### config.mk
export PLATFORM = sky130hd
export DESIGN_NAME = uart_host_ctrl
export DESIGN_NICKNAME = d
export VERILOG_FILES = /design/src/rtl/uart_host_ctrl.sv
export SDC_FILE = /design/constraint.sdc
export NUM_CORES = 1
export LEC_CHECK = 0
export ABC_AREA = 0
export CAP_MARGIN = 5
export CORE_MARGIN = 1
export CORE_UTILIZATION = 45
export DETAILED_ROUTE_END_ITERATION = 10
export GPL_ROUTABILITY_DRIVEN = 0
export PLACE_DENSITY = 0.69
export RECOVER_POWER = 50
export REMOVE_ABC_BUFFERS = 1
export SLEW_MARGIN = 20
export SYNTH_ARGS = -nofsm -noshare
export SYNTH_HDL_FRONTEND = slang
export SYNTH_SLANG_ARGS = --single-unit
export TNS_END_PERCENT = 100
### constraint.sdc
create_clock -name clk -period 3.2 [get_ports clk]
set_clock_uncertainty 0.1 [all_clocks]
set_input_delay 0.96 -clock clk [delete_from_list [all_inputs] [get_ports clk]]
set_output_delay 0.96 -clock clk [all_outputs]
set_load 0.02 [all_outputs]
### src/rtl/uart_host_ctrl.sv
// uart_host_ctrl
//   Host-side glue between the MMIO decode and a uart instance. Outgoing bytes
//   sit in a TX FIFO and are handed to the uart one at a time over the
//   start_tx/tx_done handshake. Received bytes are taken over the
//   rx_available/rx_clear handshake and queued in an RX FIFO for the bus.
//
// Ports
//   clk, rst_n                 clock, async active-low reset
//   wr_en, wr_data             bus push into TX FIFO
//   tx_full, tx_level, tx_busy TX FIFO status (busy = data queued or frame in flight)
//   rd_en, rd_data, rx_empty   bus pop / show-ahead head of RX FIFO
//   rx_overrun, overrun_clr    sticky drop flag and its clear
//   start_tx, tx_value,        uart transmit handshake
//   tx_done
//   rx_available, rx_value,    uart receive handshake
//   rx_clear
module uart_host_ctrl #(
    parameter int DEPTH = 4,
    parameter int AW    = 2
) (
    input  logic        clk,
    input  logic        rst_n,
    input  logic        wr_en,
    input  logic [7:0]  wr_data,
    output logic        tx_full,
    output logic [AW:0] tx_level,
    output logic        tx_busy,
    input  logic        rd_en,
    output logic [7:0]  rd_data,
    output logic        rx_empty,
    output logic        rx_overrun,
    input  logic        overrun_clr,
    output logic        start_tx,
    output logic [7:0]  tx_value,
    input  logic        tx_done,
    input  logic        rx_available,
    input  logic [7:0]  rx_value,
    output logic        rx_clear
);

    localparam logic [AW:0] LVL_FULL = (AW+1)'(DEPTH);

    typedef enum logic [1:0] {T_IDLE, T_WAIT, T_REL} tx_state_t;
    typedef enum logic       {R_IDLE, R_CLR}         rx_state_t;

    // ------------------------------------------------------------------
    // TX FIFO + FSM
    // ------------------------------------------------------------------
    logic [7:0]    tx_mem [DEPTH];
    logic [AW-1:0] tx_wr_ptr, tx_rd_ptr;
    logic [AW:0]   tx_cnt;
    tx_state_t     tx_state, tx_state_nx;
    logic          tx_load, tx_pop, tx_push;

    assign tx_level = tx_cnt;
    assign tx_full  = (tx_cnt == LVL_FULL);
    assign tx_busy  = (tx_cnt != '0) || (tx_state != T_IDLE);
    // A pop in the same cycle frees the slot, so a push while full is safe:
    // the popped head has already been captured in tx_value.
    assign tx_push  = wr_en && (!tx_full || tx_pop);

    always_comb begin
        tx_state_nx = tx_state;
        tx_load     = 1'b0;
        tx_pop      = 1'b0;
        case (tx_state)
            T_IDLE: if (tx_cnt != '0) begin
                tx_load     = 1'b1;
                tx_state_nx = T_WAIT;
            end
            T_WAIT: if (tx_done) begin
                tx_pop      = 1'b1;
                tx_state_nx = T_REL;
            end
            // tx_done must fall before the next frame may be requested
            T_REL:  if (!tx_done) tx_state_nx = T_IDLE;
            default: tx_state_nx = T_IDLE;
        endcase
    end

    always_ff @(posedge clk or negedge rst_n) begin
        if (!rst_n) begin
            tx_state  <= T_IDLE;
            start_tx  <= 1'b0;
            tx_value  <= '0;
            tx_wr_ptr <= '0;
            tx_rd_ptr <= '0;
            tx_cnt    <= '0;
            for (int i = 0; i < DEPTH; i++) tx_mem[i] <= '0;
        end else begin
            tx_state <= tx_state_nx;
            start_tx <= (tx_state_nx == T_WAIT);
            if (tx_load) tx_value <= tx_mem[tx_rd_ptr];
            if (tx_push) begin
                tx_mem[tx_wr_ptr] <= wr_data;
                tx_wr_ptr         <= tx_wr_ptr + 1'b1;
            end
            if (tx_pop) tx_rd_ptr <= tx_rd_ptr + 1'b1;
            case ({tx_push, tx_pop})
                2'b10:   tx_cnt <= tx_cnt + 1'b1;
                2'b01:   tx_cnt <= tx_cnt - 1'b1;
                default: tx_cnt <= tx_cnt;
            endcase
        end
    end

    // ------------------------------------------------------------------
    // RX FIFO + FSM
    // ------------------------------------------------------------------
    logic [7:0]    rx_mem [DEPTH];
    logic [AW-1:0] rx_wr_ptr, rx_rd_ptr;
    logic [AW:0]   rx_cnt;
    rx_state_t     rx_state, rx_state_nx;
    logic          rx_req, rx_push, rx_pop, rx_drop, rx_full;

    assign rx_empty = (rx_cnt == '0);
    assign rx_full  = (rx_cnt == LVL_FULL);
    assign rd_data  = rx_mem[rx_rd_ptr];
    assign rx_pop   = rd_en && !rx_empty;
    assign rx_push  = rx_req && (!rx_full || rx_pop);
    assign rx_drop  = rx_req && rx_full && !rx_pop;

    // Only the R_IDLE -> R_CLR transition pushes, so each rx_available
    // assertion yields exactly one byte regardless of how long it is held.
    always_comb begin
        rx_state_nx = rx_state;
        rx_req      = 1'b0;
        case (rx_state)
            R_IDLE: if (rx_available) begin
                rx_req      = 1'b1;
                rx_state_nx = R_CLR;
            end
            R_CLR:  if (!rx_available) rx_state_nx = R_IDLE;
            default: rx_state_nx = R_IDLE;
        endcase
    end

    always_ff @(posedge clk or negedge rst_n) begin
        if (!rst_n) begin
            rx_state   <= R_IDLE;
            rx_clear   <= 1'b0;
            rx_overrun <= 1'b0;
            rx_wr_ptr  <= '0;
            rx_rd_ptr  <= '0;
            rx_cnt     <= '0;
            for (int i = 0; i < DEPTH; i++) rx_mem[i] <= '0;
        end else begin
            rx_state <= rx_state_nx;
            rx_clear <= (rx_state_nx == R_CLR);
            // a drop in the same cycle wins over the clear
            if (rx_drop)          rx_overrun <= 1'b1;
            else if (overrun_clr) rx_overrun <= 1'b0;
            if (rx_push) begin
                rx_mem[rx_wr_ptr] <= rx_value;
                rx_wr_ptr         <= rx_wr_ptr + 1'b1;
            end
            if (rx_pop) rx_rd_ptr <= rx_rd_ptr + 1'b1;
            case ({rx_push, rx_pop})
                2'b10:   rx_cnt <= rx_cnt + 1'b1;
                2'b01:   rx_cnt <= rx_cnt - 1'b1;
                default: rx_cnt <= rx_cnt;
            endcase
        end
    end

endmodule

==> results of run 1 <==
[sequential cells by signal (all words and copies together), names as in the netlist]
name and count:
rx_cnt 3, rx_mem 32, rx_overrun 1, rx_rd_ptr 2, rx_state 1, rx_wr_ptr 2, start_tx 1, tx_level 3
tx_mem 32, tx_rd_ptr 2, tx_state 2, tx_value 8, tx_wr_ptr 2
[kinds of logic (layout without fill, tap and decap cells)]
logic type,Yosys count,in the layout
AOI/OAI and AO/OA,12,12
xor gates and xnor gates,12,12
adders and majority gates,12,12
buffers and inverters,21,89
DFF,91,91
muxes,90,90
and+or+nand+nor,26,26
[metal layers]
metal	track usage	up-vias	wire (um)
met5	0	-	0
met4	0.0373	0	61
met3	0.0547	6	280
met2	0.266	41	3590
met1	0.217	1201	3150
li1	-	1063	-
[cells in the mapped netlist, drive strengths merged (3+ instances only)]
cell type,n,share of area
buf,7,0.0094
xor2,5,0.011
ha,10,0.030
nand3,4,0.017
nor2,3,0.0027
o21ai,4,0.0049
dfrtp,91,0.55
nand2,10,0.0097
nand2b,3,0.0046
mux2,74,0.20
mux4,16,0.088
xnor2,7,0.015
a21oi,4,0.0085
inv,14,0.013
[stage by stage]
step	TNS (ns)	hold WS [ns]
after floorplan	0	0.359
after global placement	0	0.373
after detailed placement	-0.0147	0.382
after CTS	0	0.403
after global routing	0	0.418
final	0	0.396
[power groups by stage]
stage	logic (uW)	clock network [uW]	registers, uW
2_1_floorplan	1500	0	2160
3_3_place_gp	2270	0	2130
3_5_place_dp	2330	0	2160
4_1_cts	2340	896	2140
5_1_grt	2490	939	2210
6_report	2290	862	2130
[final cells by class]
type / instances / area [um^2]
Fill cell: 715 / 3780
Sequential cell: 91 / 2280
Multi-Input combinational cell: 152 / 1740
Timing Repair Buffer: 59 / 549
Clock buffer: 12 / 155
Tap cell: 108 / 135
Clock inverter: 4 / 72.6
Inverter: 14 / 52.6
[worst min path at each step]
stage | end | slack (ns) | depth (start not counted)
after floorplan | rx_mem[15] | 0.36 | 1
after global placement | rx_mem[15] | 0.37 | 1
after detailed placement | rx_mem[7] | 0.38 | 1
after CTS | rx_mem[7] | 0.40 | 1
after global routing | rx_mem[7] | 0.42 | 1
final | rx_mem[7] | 0.40 | 1
[worst max-delay path, stage by stage, from the launching register on]
cell	delay [ns]
sky130_fd_sc_hd__dfrtp_1	0.33
sky130_fd_sc_hd__buf_4	0.22
sky130_fd_sc_hd__mux4_2	0.55
sky130_fd_sc_hd__clkdlybuf4s50_1	0.55
==> results.md, run 1 <==
- The run finished with clean final reports.
- The number of synthesized register bits is 91.
- By area, the combinational part of the netlist is dominated by multiplexers.
- In this run the register-to-register setup slack is 0.91 ns.
- The instance count after placement with tap cells included is 424.
- The required time at the endpoint of the critical path is 2.14 ns.
- The post-detailed-route count of antenna-violating nets is 0.
- Setup repair after global routing left no endpoint under its margin.
- The wire length of the first global-routing pass is 12000 um.
- Of the total power, combinational logic draws 0.434.
- In this run the vertical extent of the chip is 97.5 um.
- The critical path capture point type is an output port.
- Dividing total power by cell area gives a power density of 1060 nW/um^2.
- The initial utilization of the core area, before any placement, comes to 0.469.
- In this run the static leakage power is 0.00211 uW.
- Counting cells, the worst reg-to-reg path comes to 8.
- The post-place setup slack is -0.0147 ns.
- The initial antenna violation count came to 0.
- For this run, design rule violations remaining after detail routing come to 0.
- The ratio of cells with drive above 1 in the final layout is 0.380.
- The startpoint identified for the worst register-to-register timing path is rx_cnt[0].
- The largest vdd supply drop is 0.605 mV.
- Summed over all nets, the switching power comes to 1700 uW.
- The total of cells resized after clock tree synthesis is 0.
- The post-synthesis instance total is 264.
- The post-route total power is 5280 uW.
- STA puts the critical path data arrival time at 2.00 ns.
- The post-detailed-placement cell area is 4770 um^2.
- Each instance of the synthesized netlist takes up on average 15.6 um^2.
- The TritonCTS clock tree is yes.
- Counting flops with an async set or reset pin after synthesis yields a share of 1.00.
- The XOR/XNOR share of the synthesized area is 0.0256.
- The share of the Yosys chip area taken by registers is 0.554.
- The floorplan die width is 97.5 um.
- The average via count per standard cell is 5.25.
- Counting every sink on the clock net gives 91.
- The later pin in the worst-skew pair is clocked with a latency of 0.34 ns.
- In the synthesized netlist the dominant register cell turns out to be sky130_fd_sc_hd__dfrtp_1.
- The number of distinct library cell variants in the gate-level netlist after synthesis is 27.
- The share of total power dissipated in sequential elements is 0.403.
- The final period demand of the worst path is 3.06 ns.
- The maximum level of the CTS H-tree is 3.
- CTS placed an instance of sky130_fd_sc_hd__clkbuf_8 at the clock tree root.
- The number of global-route vias before repair is 2351.
- The via count of the routed design is 2311.
- The most critical setup path has its endpoint at rd_data[2].
- The yosys synthesis warning count is 0.
- The post-layout net count is 362.
- In this run the worst hold path is classified as register to register.
- The highest net fanout along the worst path is 10.
- The repair_antennas step left the layout with diodes totalling 0.
- The share of the synthesized area in compound gates (AO/OA/AOI/OAI) was 0.0207.
- 48 I/O pins were placed.
- The share of total power in the clock network is 0.163.
- The worst slew margin relative to its limit is 0.198.
- Relative to the synthesized area, the layout overhead comes to 21.3%.
- The area of the mapped netlist is 4110 um^2.
- Buffers added to address setup during post-CTS repair amount to 0.
- After detailed routing, the total wire length is 7080 um.
- The HPWL after detailed placement is 4770 um.
- The startpoint class of the critical path is a register.
- The switching share of power is 0.322.
- The hold-fix buffer count after cts is 0.
- Measured against the total synthesized area, the mux share comes to 0.291.
- Leaving out fill and tap cells, the most frequent cells in the layout are sky130_fd_sc_hd__dfrtp_1, sky130_fd_sc_hd__mux2_2, sky130_fd_sc_hd__clkdlybuf4s50_1, sky130_fd_sc_hd__mux4_2, sky130_fd_sc_hd__inv_1.
- Of the total synthesized cell area, the portion taken by AND, OR, NAND and NOR gates is 0.0463.
- The pin count of the biggest net entering global routing is 51.
- For this block, the initial DRC count from the detailed router was 61.
- Cell internal power was estimated by the tool at 3580 uW.
- The final critical-path share of the clock period is 0.956.
- Counting along the longest clock path gives a buffer depth of 2.
- The library cell used most frequently in the layout, excluding fill and tap cells, is sky130_fd_sc_hd__dfrtp_1.
- For this run, the share of the core covered by cells in the final layout is 0.568.
- After floorplanning, the core was divided into 34 placement rows.
- The category of the critical setup timing path is register to output port.
- Buffers inserted during clock tree synthesis total 9.
- At the pin with the least slew margin, the transition time is 1.20 ns.
- Timing would allow up to 327 MHz.
- The mean routed wirelength per cell is 16.1 um.
- The number of hold violations in the final report came to 0.
- The final worst slack is 0.142 ns.
- The startpoint of the most critical hold path is rx_mem[7].
- Buffers placed on the I/O ports in this run total 47.
- Before antenna repair, the detailed router went through 4 iterations.
- After routing the design area is 4980 um^2.
- The number of enable-type register cells in the synthesized netlist is 0.
- The clock input transition at the sequential cells of the worst setup and hold paths is 0.09 ns.
- The destination of the worst register-to-register timing path is rx_cnt[2].
- The tool flagged a number of max-cap violations equal to 0.
- After global routing the overflow that remains totals 0.
- The count of final max-slew check failures is 0.
- Of the total synthesized cell area, the portion taken by full adders, half adders and majority gates is 0.0402.
- For this run, the total global-route usage over all layers was measured as 0.165.
- The core region area is 8760 um^2.
- Setup violations remaining at the end of the flow were counted as 0.
- The die covers 9510 um^2.
- The start point of the critical path is rx_rd_ptr[0].
- The count of non-filler cells in the finished layout is 440.
Note: power is estimated with default switching activity, not from simulation.
==> run 2: changes to the inputs <==
--- a/config.mk
+++ b/config.mk
@@ -6,8 +6,9 @@
 export NUM_CORES = 1
 export LEC_CHECK = 0
 export ABC_AREA = 0
-export CAP_MARGIN = 5
-export CORE_MARGIN = 1
+export CAP_MARGIN = 30
+export CORE_ASPECT_RATIO = 0.8
+export CORE_MARGIN = 4
 export CORE_UTILIZATION = 45
 export DETAILED_ROUTE_END_ITERATION = 10
 export GPL_ROUTABILITY_DRIVEN = 0
==> results.md, run 2 (same netlist as run 1, synthesis figures left out) <==
- The final instance area is 5080 um^2 (+2.1%).
- The area growth from synthesis to layout is 23.8%.
- The clock input transition at the sequential cells of the worst setup and hold paths was 0.06 ns (-0.03 ns).
- The global route total overflow is 0 (unchanged).
- The final critical-path share of the clock period is 0.947 (-0.00846).
- The overall fraction of global-route tracks in use came to 0.158 (-0.00670).
- Setup repair after global routing left no endpoint under its margin.
- The worst slew margin relative to its limit came to 0.233 (+0.0348).
- The area of the multi-input gates was 1740 um^2 (unchanged).
- The final period demand of the worst path came to 3.03 ns (-0.0271 ns).
- The count of final max-slew check failures was 0 (unchanged).
- The highest net fanout along the worst path came to 10 (unchanged).
- The core occupancy in the finished layout was 0.586 (+0.0179).
- The wire length of the first global-routing pass is 13200 um (+10%).
- The largest vdd supply drop is 0.527 mV (-13%).
- The worst min-delay path class is register to register.
- The critical path goes through buf_4 -> mux4_2 -> clkdlybuf4s50_1.
- The origin of the critical flop-to-flop path is rx_cnt[1].
- The average via count per standard cell is 5.17 (-1.6%).
- The top cell types in the final layout, fill and taps aside, are sky130_fd_sc_hd__dfrtp_1, sky130_fd_sc_hd__mux2_2, sky130_fd_sc_hd__clkdlybuf4s50_1, sky130_fd_sc_hd__mux4_2, sky130_fd_sc_hd__inv_1.
- TritonCTS built the clock tree.
- The number of cells on the worst hold path came to 1 (unchanged).
- The setup total negative slack is 0 ns (unchanged).
- The critical path in this run is classified as register to output port.
- The flow ran to the end, and the final reports show no timing, DRC or antenna violations.
- The worst reg-to-reg setup slack came to 0.95 ns (+0.04 ns).
- The cell depth of the worst flop-to-flop path is 8 (unchanged).
- The met2 routing resource usage after global routing was 0.246 (-0.0206).
- The number of core rows is 30 (-12%).
- The endpoint with the worst hold slack is rx_mem[11].
- The global routing usage on met3 is 0.0466 (-0.00810).
- The measured slew at the worst slew-check pin was 1.15 ns (-0.0522 ns).
- In this run the most critical hold path is launched from rx_mem[11].
- The die area is 10700 um^2 (+13%).
- The largest individual stage delay along the critical path comes from the cell sky130_fd_sc_hd__clkdlybuf4s50_1.
- The initial standard-cell utilization of the core was 0.474 (+0.00501).
- The number of inserted filler cells in the final layout was 712 (-0.42%).
- The clock sink count is 91 (unchanged).
- The leakage component of the power came to 0.00216 uW (+2.3%).
- The post-layout net count was 364 (+0.55%).
- The diode insertion count for antenna repair is 0 (unchanged).
- The instance count after placement with tap cells included is 430 (+1.4%).
- The critical path arrival is 1.97 ns (-0.03 ns).
- The number of DRC markers in iteration 0 was 83 (+36%).
- The max-capacitance violation count is 0 (unchanged).
- The layer flagged by global routing as most heavily used is met2.
- The later-pin clock latency in the skew report is 0.33 ns (about the same).
- The number of buffers on the longest clock path is 2 (unchanged).
- The number of ports placed on the die boundary came to 48 (unchanged).
- The post-detailed-placement cell area was 4790 um^2 (+0.42%).
- The post-detailed-route count of antenna-violating nets came to 0 (unchanged).
- The total length of routed wires is 7610 um (+7.5%).
- The number of hold violations in the final report is 0 (unchanged).
- The maximum level of the CTS H-tree came to 3 (unchanged).
- The worst setup path is launched from a register.
- The most frequent standard cell in the layout excluding fill and tap cells is sky130_fd_sc_hd__dfrtp_1.
- The number of buffers inserted to repair setup after CTS was 0 (unchanged).
- The critical path capture point type is an output port.
- The hold-fix buffer count after cts was 0 (unchanged).
- The buffering stage count on the worst path with inverters included is 2 (unchanged).
- The pin count of the biggest net entering global routing came to 47 (-7.8%).
- The library cell used as clock root buffer is sky130_fd_sc_hd__clkbuf_16.
- The area taken by flip-flops and latches was 2280 um^2 (unchanged).
- The floorplan die width is 115 um (+18%).
- The number of failing setup endpoints in the final timing report was 0 (unchanged).
- The cell area power density is 1090 nW/um^2 (+2.8%).
- The number of clock buffers inserted by TritonCTS is 9 (unchanged).
- The mean routed wirelength per cell is 17.1 um (+6.3%).
- The count of non-filler cells in the finished layout was 445 (+1.1%).
- The total of cells resized after clock tree synthesis came to 0 (unchanged).
- The maximum achievable frequency is 330 MHz (+0.89%).
- The required time at the endpoint of the critical path is 2.14 ns (about the same).
- The ratio of cells with drive above 1 in the final layout is 0.378 (-0.00114).
- The total of buffers placed on input and output ports is 47 (unchanged).
- The count of TritonRoute iterations in the first routing pass was 4 (unchanged).
- The global-route met1 utilization is 0.219 (+0.00220).
- The core region area was 8670 um^2 (-1.1%).
- The chip height is 93.5 um (-4.2%).
- The initial antenna violation count is 0 (unchanged).
- The critical path's largest stage delay was 0.56 ns (about the same).
- Broken down by cell family, the worst path's largest delay share belongs to buffers and inverters.
- The number of design rule violations left after detail routing came to 0 (unchanged).
- The largest registers in the layout are rx_mem x32, tx_mem x32, tx_value x8.
- The HPWL after detailed placement is 5340 um (+12%).
- The via count of the routed design is 2299 (-0.52%).
- The number of global-route vias before repair is 2574 (+9.5%).
- The endpoint identified for the worst register-to-register timing path is rx_cnt[2].
run 2: per-stage QoR:
step                setup slack, ns  total power, uW  hold WS, ns
floorplan                     0.232             3660        0.359
CTS                           0.134             5630        0.402
global route                 0.0546             5930        0.415
detailed placement           0.0166             4520        0.389
finish                        0.169             5540        0.401
global placement             0.0751             4440        0.371
run 2: worst reg2reg max path: stages, from the launching register on:
cell	delay [ns]
sky130_fd_sc_hd__dfrtp_1	0.42
sky130_fd_sc_hd__or4b_1	0.57
sky130_fd_sc_hd__nand2_2	0.09
sky130_fd_sc_hd__ha_1	0.16
sky130_fd_sc_hd__inv_1	0.06
sky130_fd_sc_hd__fa_1	0.38
sky130_fd_sc_hd__xor2_1	0.15
sky130_fd_sc_hd__nor2_1	0.11
sky130_fd_sc_hd__xor2_1	0.15
run 2: final cells by class:
type,instances,area share
clock buffer,14,0.0559
clock inverter,1,0.00591
inverter,14,0.0103
multi-input combinational,152,0.342
sequential,91,0.448
tap,112,0.0276
timing repair buffer,61,0.110
run 2: power breakdown:
part | total [uW] | leakage [uW] | internal, uW | switching [uW]
registers | 2140 | 0.00109 | 1740 | 406
logic | 2310 | 0.000915 | 1370 | 941
clock network | 1090 | 0.000155 | 686 | 399
total | 5540 | 0.00216 | 3790 | 1750
run 2: how the worst max path moves through the flow:
stage	from	end	slack, ns	cells past startpoint
floorplan	rd_en	rx_cnt[2]	0.23	8
global placement	rd_en	rx_cnt[2]	0.08	9
detailed placement	rd_en	rx_cnt[2]	0.02	9
CTS	rx_rd_ptr[0]	rd_data[7]	0.13	3
global route	rx_rd_ptr[0]	rd_data[1]	0.05	3
finish	rx_rd_ptr[0]	rd_data[7]	0.17	3
run 2: per-layer routing:
metal / vias up / routed length [um] / share of wire
met5: - / 0 / 0
met2: 41 / 3570 / 0.47
met1: 1189 / 3660 / 0.48
li1: 1063 / - / -
met4: 0 / 77 / 0.010
met3: 6 / 309 / 0.041
==> patch 1 (flow settings as in run 1) <==
Set the parameter `DEPTH` to 2 (it was 4).
--- a/src/rtl/uart_host_ctrl.sv
+++ b/src/rtl/uart_host_ctrl.sv
@@ -15,7 +15,7 @@
 //   rx_available, rx_value,    uart receive handshake
 //   rx_clear
 module uart_host_ctrl #(
-    parameter int DEPTH = 4,
+    parameter int DEPTH = 2,
     parameter int AW    = 2
 ) (
     input  logic        clk,
Behaviour: not the same (Yosys sat finds a counterexample within 4 cycles, from zero or initial values and one cycle with rst_n low).
==> patch 1 against run 1 <==
The flow now finishes with violations (max-capacitance violations, max-slew violations). Sequential cell count fell by 34. Worst hold slack got worse by 20 ps. Setup slack improved by 120 ps. Wire length fell by 34%. Cell area fell by 31%. Sequential share of layout area fell by 4.0 points. Total power fell by 33%. Area after synthesis fell by 34%. Critical path type unchanged.
==> patch 1: results (changes against run 1) <==
reg.largest.list: "rx_mem (16), tx_mem (16), tx_value (8)"
clock-root-buffer: "clkbuf_8"
num-nets-final: 295  # -19%
dp_hpwl_microns: 3219  # -33%
ys_async_sr_fraction_pct: 100.0  # unchanged
synthTopCellsByCount: "dfrtp_1 (57), mux2_2 (24), mux2_4 (16), o21ai_0 (16), nand2_1 (14)"
antenna_found_initial: 0  # unchanged
netlist_top_cells_area: "dfrtp_1 (53%), mux2_2 (10%), mux2_4 (8.9%), mux2i_1 (3.3%), o21ai_0 (3.0%)"
post_route_cells_drive_above_1_share_pct: 25.09  # -13 points
arrival_ps: 1880  # -120 ps
grt_max_degree: 30  # -41%
fillerInstances: 464  # -35%
grt_usage_pct: 16.41  # -0.089 points
syn_inst: 206  # -22%
cts.repair_timing.setup_buffer_count: 0  # unchanged
hp-class: "register to register"
p_leak_nw: 1.523  # -28%
yosys_warnings: 0  # unchanged
postCtsResizedCells: 0  # unchanged
ys_seq_area_share_pct: 52.97  # -2.5 points
pre_cts_slack_ps: 54.55  # +69.23 ps
clkLatencyLatePin_ps: 320  # -20 ps
htreeDepth: 3  # unchanged
clk_pin_slew_ps: 60  # -30 ps
grt_util_met3_pct: 4.138  # -1.3 points
dp_cells: 326  # -23%
grt_pass1_wl_microns: 7624  # -36%
avgRoutedWirePerCell_microns: 13.79  # -14%
avgViaCountPerCell: 4.944  # -5.9%
crit_fanout: 9  # -1
antenna_cells: 0  # unchanged
ir_worst_vdd_uv: 465.8  # -23%
drt_wl_total_microns: 4675  # -34%
violations: "max-capacitance violations, max-slew violations"
drt-pass1-iter-count: 4  # unchanged
use_met1_pct: 19.94  # -1.7 points
portBuffers: 47  # unchanged
grt_pass1_vias: 1689  # -28%
synth_cell_types: 36  # +33%
relSlewSlack_pct: -2.910  # -23 points
slew_violations: 30  # +30
dr.first_iter.drc_count: 72  # +18%
p_int_mw: 2.315  # -35%
status: "finished with violations"
use_met2_pct: 25.69  # -0.94 points
cap_violations: 1  # +1
cts_made_buffers: 9  # unchanged
clk_path_buf_depth: 2  # unchanged
patch 1: changes by cell type in the layout (fill, tap and decap cells not counted), sizes merged, moves of 3 or more:
| cell | before | now |
|---|---|---|
| xor2 | 5 | 2 |
| nand2 | 10 | 16 |
| nand2b | 3 | 6 |
| mux2i | 0 | 9 |
| o21ai | 4 | 16 |
| nand3 | 4 | 1 |
| mux4 | 16 | 0 |
| mux2 | 74 | 40 |
| dfrtp | 91 | 57 |
| buf | 10 | 7 |
| ha | 10 | 5 |
patch 1: final timing paths:
kind	slack, ps	end	start	cells after the start
max	260	rd_data[1]	rx_rd_ptr[0]	2
min	380	tx_value[3]	tx_value[3]	2
max reg2reg	880	rx_cnt[2]	rx_cnt[2]	8
min reg2reg	380	tx_value[3]	tx_value[3]	2
max in group asynchronous	680	tx_state[0]	rst_n	2
min in group asynchronous	910	rx_mem[3]	rst_n	1
patch 1: critical path, cell delays in order (launching register included):
cell and delay [ps]:
dfrtp_1 610, mux2_2 400, clkdlybuf4s50_1 550
patch 1: power by group through the flow:
stage	logic [mW]	clock network, mW	registers [mW]
global placement	1.60	0	1.35
global route	1.77	0.627	1.39
detailed placement	1.64	0	1.36
floorplan	1.02	0	1.39
finish	1.61	0.581	1.35
CTS	1.65	0.597	1.35
patch 1: final cells by class:
type | count | area share (%)
flip-flops and latches | 57 | 41.74
multi-input cells | 130 | 34.09
repair buffers | 55 | 15.27
clock buffers | 13 | 4.943
well taps | 72 | 2.636
inverters | 12 | 1.318
patch 1: logic make-up after synthesis:
family | after synthesis | synth area share, %
AO/OA/AOI/OAI | 26 | 6.320
adder cells (fa/ha/maj) | 7 | 3.810
buffers and inverters | 19 | 3.299
XOR/XNOR | 9 | 2.928
flip-flops | 57 | 52.97
AND/OR/NAND/NOR | 39 | 8.364
multiplexers | 49 | 22.30
patch 1: through the flow:
stage,cell area (sq um),hold WS (ps)
2_1_floorplan,2649,373.6
3_3_place_gp,3277,360.8
3_5_place_dp,3277,369.0
4_1_cts,3446,382.1
5_1_grt,3417,400.1
6_report,3417,376.5
patch 1: per-layer routing:
layer / wire, microns / up-vias
li1: - / 824
met1: 2282 / 804
met2: 2058 / 36
met3: 199 / 12
met4: 135 / 0
met5: 0 / -
==> patch 2 (settings of run 1) <==
Without the edit above. Reset style: synchronous (`rst_n`), changed in 2 clocked blocks. Comments in the files are not updated.
--- a/src/rtl/uart_host_ctrl.sv
+++ b/src/rtl/uart_host_ctrl.sv
@@ -78,7 +78,7 @@
         endcase
     end
 
-    always_ff @(posedge clk or negedge rst_n) begin
+    always_ff @(posedge clk) begin
         if (!rst_n) begin
             tx_state  <= T_IDLE;
             start_tx  <= 1'b0;
@@ -135,7 +135,7 @@
         endcase
     end
 
-    always_ff @(posedge clk or negedge rst_n) begin
+    always_ff @(posedge clk) begin
         if (!rst_n) begin
             rx_state   <= R_IDLE;
             rx_clear   <= 1'b0;
Behaviour: differs if rst_n is asserted again (counterexample within 4 cycles, from zero or initial values and one cycle with rst_n low); with rst_n held inactive, the same outputs for 10 cycles.
==> patch 2 against run 1 <==
Cell area shrank 2.8%. Sequential share of layout area increased by 6.0 points. Setup slack better by 31 ps. First-iteration DRC count increased by 49%. Cell count rose by 15%. Wire length rose by 11%. Fmax is 1.0% higher. Area after synthesis decreased by 2.0%. Critical path depth stayed put. Utilization down 1.0 points. Sequential cell count up 2. Largest cell class unchanged.
Power is not compared: it rests on default switching activity, and its combinational part moved more than twofold at a synthesized area within 25%.
==> patch 2: results (changes against run 1) <==
power_density_mw_per_mm2: 682.0
status: "complete, no violations"
synth_edf_count: 64  # +64
clock-root-buffer: "clkbuf_8"
ir_worst_vdd_uv: 228.3
post_route_cells_drive_above_1_share_pct: 13.64  # -24 points
cts.repair_timing.setup_buffer_count: 0  # unchanged
htreeDepth: 3  # unchanged
grt_usage_pct: 18.83  # +2.3 points
grt_pass1_wl_microns: 12740  # +6.5%
antenna_cells: 0  # unchanged
hp-class: "register to register"
dp_cells: 488  # +15%
dr.first_iter.drc_count: 91  # +49%
num-nets-final: 417  # +15%
synthTopCellsByCount: "nor2_1 (72), edfxtp_1 (64), nand2_1 (32)"
netlist_top_cells_area: "edfxtp_1 (48%), dfxtp_1 (14%), mux4_2 (8.9%), nor2_1 (6.7%), nand2_1 (3.0%)"
p_clk_mw: 0.764
instances_no_fill: 504  # +15%
swShare_pct: 31.05
vias: 2588  # +12%
cp_top_family: "buffers and inverters"
relSlewSlack_pct: 40.96  # +21 points
cts_made_buffers: 9  # unchanged
clkLatencyLatePin_ps: 360  # +20 ps
synth_area_per_cell_sq_um: 12.31  # -21%
critical_path_class: "register to output port"
drt_wl_total_microns: 7897  # +11%
powerComb_mw: 0.974
portBuffers: 47  # unchanged
ys_seq_area_share_pct: 62.15  # +6.7 points
arrival_ps: 1970  # -30 ps
yosys_warnings: 0  # unchanged
synth_cell_types: 43  # +59%
critPathMaxStageDelay_ps: 550  # about the same
clk_path_buf_depth: 2  # unchanged
postCtsResizedCells: 0  # unchanged
slowest_stage: "clkdlybuf4s50_1"
grt_max_degree: 21  # -59%
cts_tree: "done"
ys_async_sr_fraction_pct: 0  # -100 points
clk_pin_slew_ps: 90  # about the same
drt-pass1-iter-count: 4  # unchanged
p_leak_nw: 1.790
antenna_found_initial: 0  # unchanged
crit_fanout: 8  # -2
reg.largest.list: "rx_mem (32), tx_mem (32), tx_value (8)"
dp_hpwl_microns: 5460  # +14%
fillerInstances: 740  # +3.5%
[patch 2: cell count changes after synthesis, sizes merged, moves of 4 or more]
cell	change
mux2	-74
nor2	+69
nand2	+22
o21ai	+12
or3	+4
and2	+10
dfxtp	+29
inv	+8
edfxtp	+64
dfrtp	-91
clkbuf	+4
ha	-9
[patch 2: cells by family after synthesis]
| family | synth area share (%) |
|---|---|
| AO/OA/AOI/OAI | 5.004 |
| adder cells (fa/ha/maj) | 1.305 |
| AND/OR/NAND/NOR | 16.56 |
| multiplexers | 8.950 |
| XOR/XNOR | 2.175 |
| buffers and inverters | 3.853 |
| flip-flops | 62.15 |
[patch 2: cell type report]
| class | count | area share, % |
|---|---|---|
| Clock buffer | 9 | 2.558 |
| Clock inverter | 7 | 1.370 |
| Inverter | 23 | 1.809 |
| Multi-Input combinational cell | 197 | 27.44 |
| Sequential cell | 93 | 51.68 |
| Tap cell | 108 | 2.791 |
| Timing Repair Buffer | 67 | 12.35 |
[patch 2: metal layers]
metal / wire length (microns) / up-vias / track usage [%]
met4: 216 / 0 / 9.804
li1: - / 1272 / -
met2: 3807 / 54 / 30.05
met5: 0 / - / 0
met1: 3616 / 1246 / 24.92
met3: 255 / 16 / 2.895
[patch 2: final timing paths]
path	depth (start not counted)	slack, ps	endpoint	start
worst min-delay path	2	360	tx_value[0]	tx_value[0]
worst min register to register	2	360	tx_value[0]	tx_value[0]
worst max register to register	8	810	rx_cnt[2]	rx_cnt[0]
worst max-delay path	3	170	rd_data[3]	register
[patch 2: through the flow]
| stage | area (sq um) | setup slack, ps |
|---|---|---|
| 2_1_floorplan | 3959 | 422.2 |
| 3_3_place_gp | 4715 | 48.67 |
| 3_5_place_dp | 4715 | -29.46 |
| 4_1_cts | 4905 | 134.4 |
| 5_1_grt | 4842 | 90.00 |
| 6_report | 4842 | 173.2 |
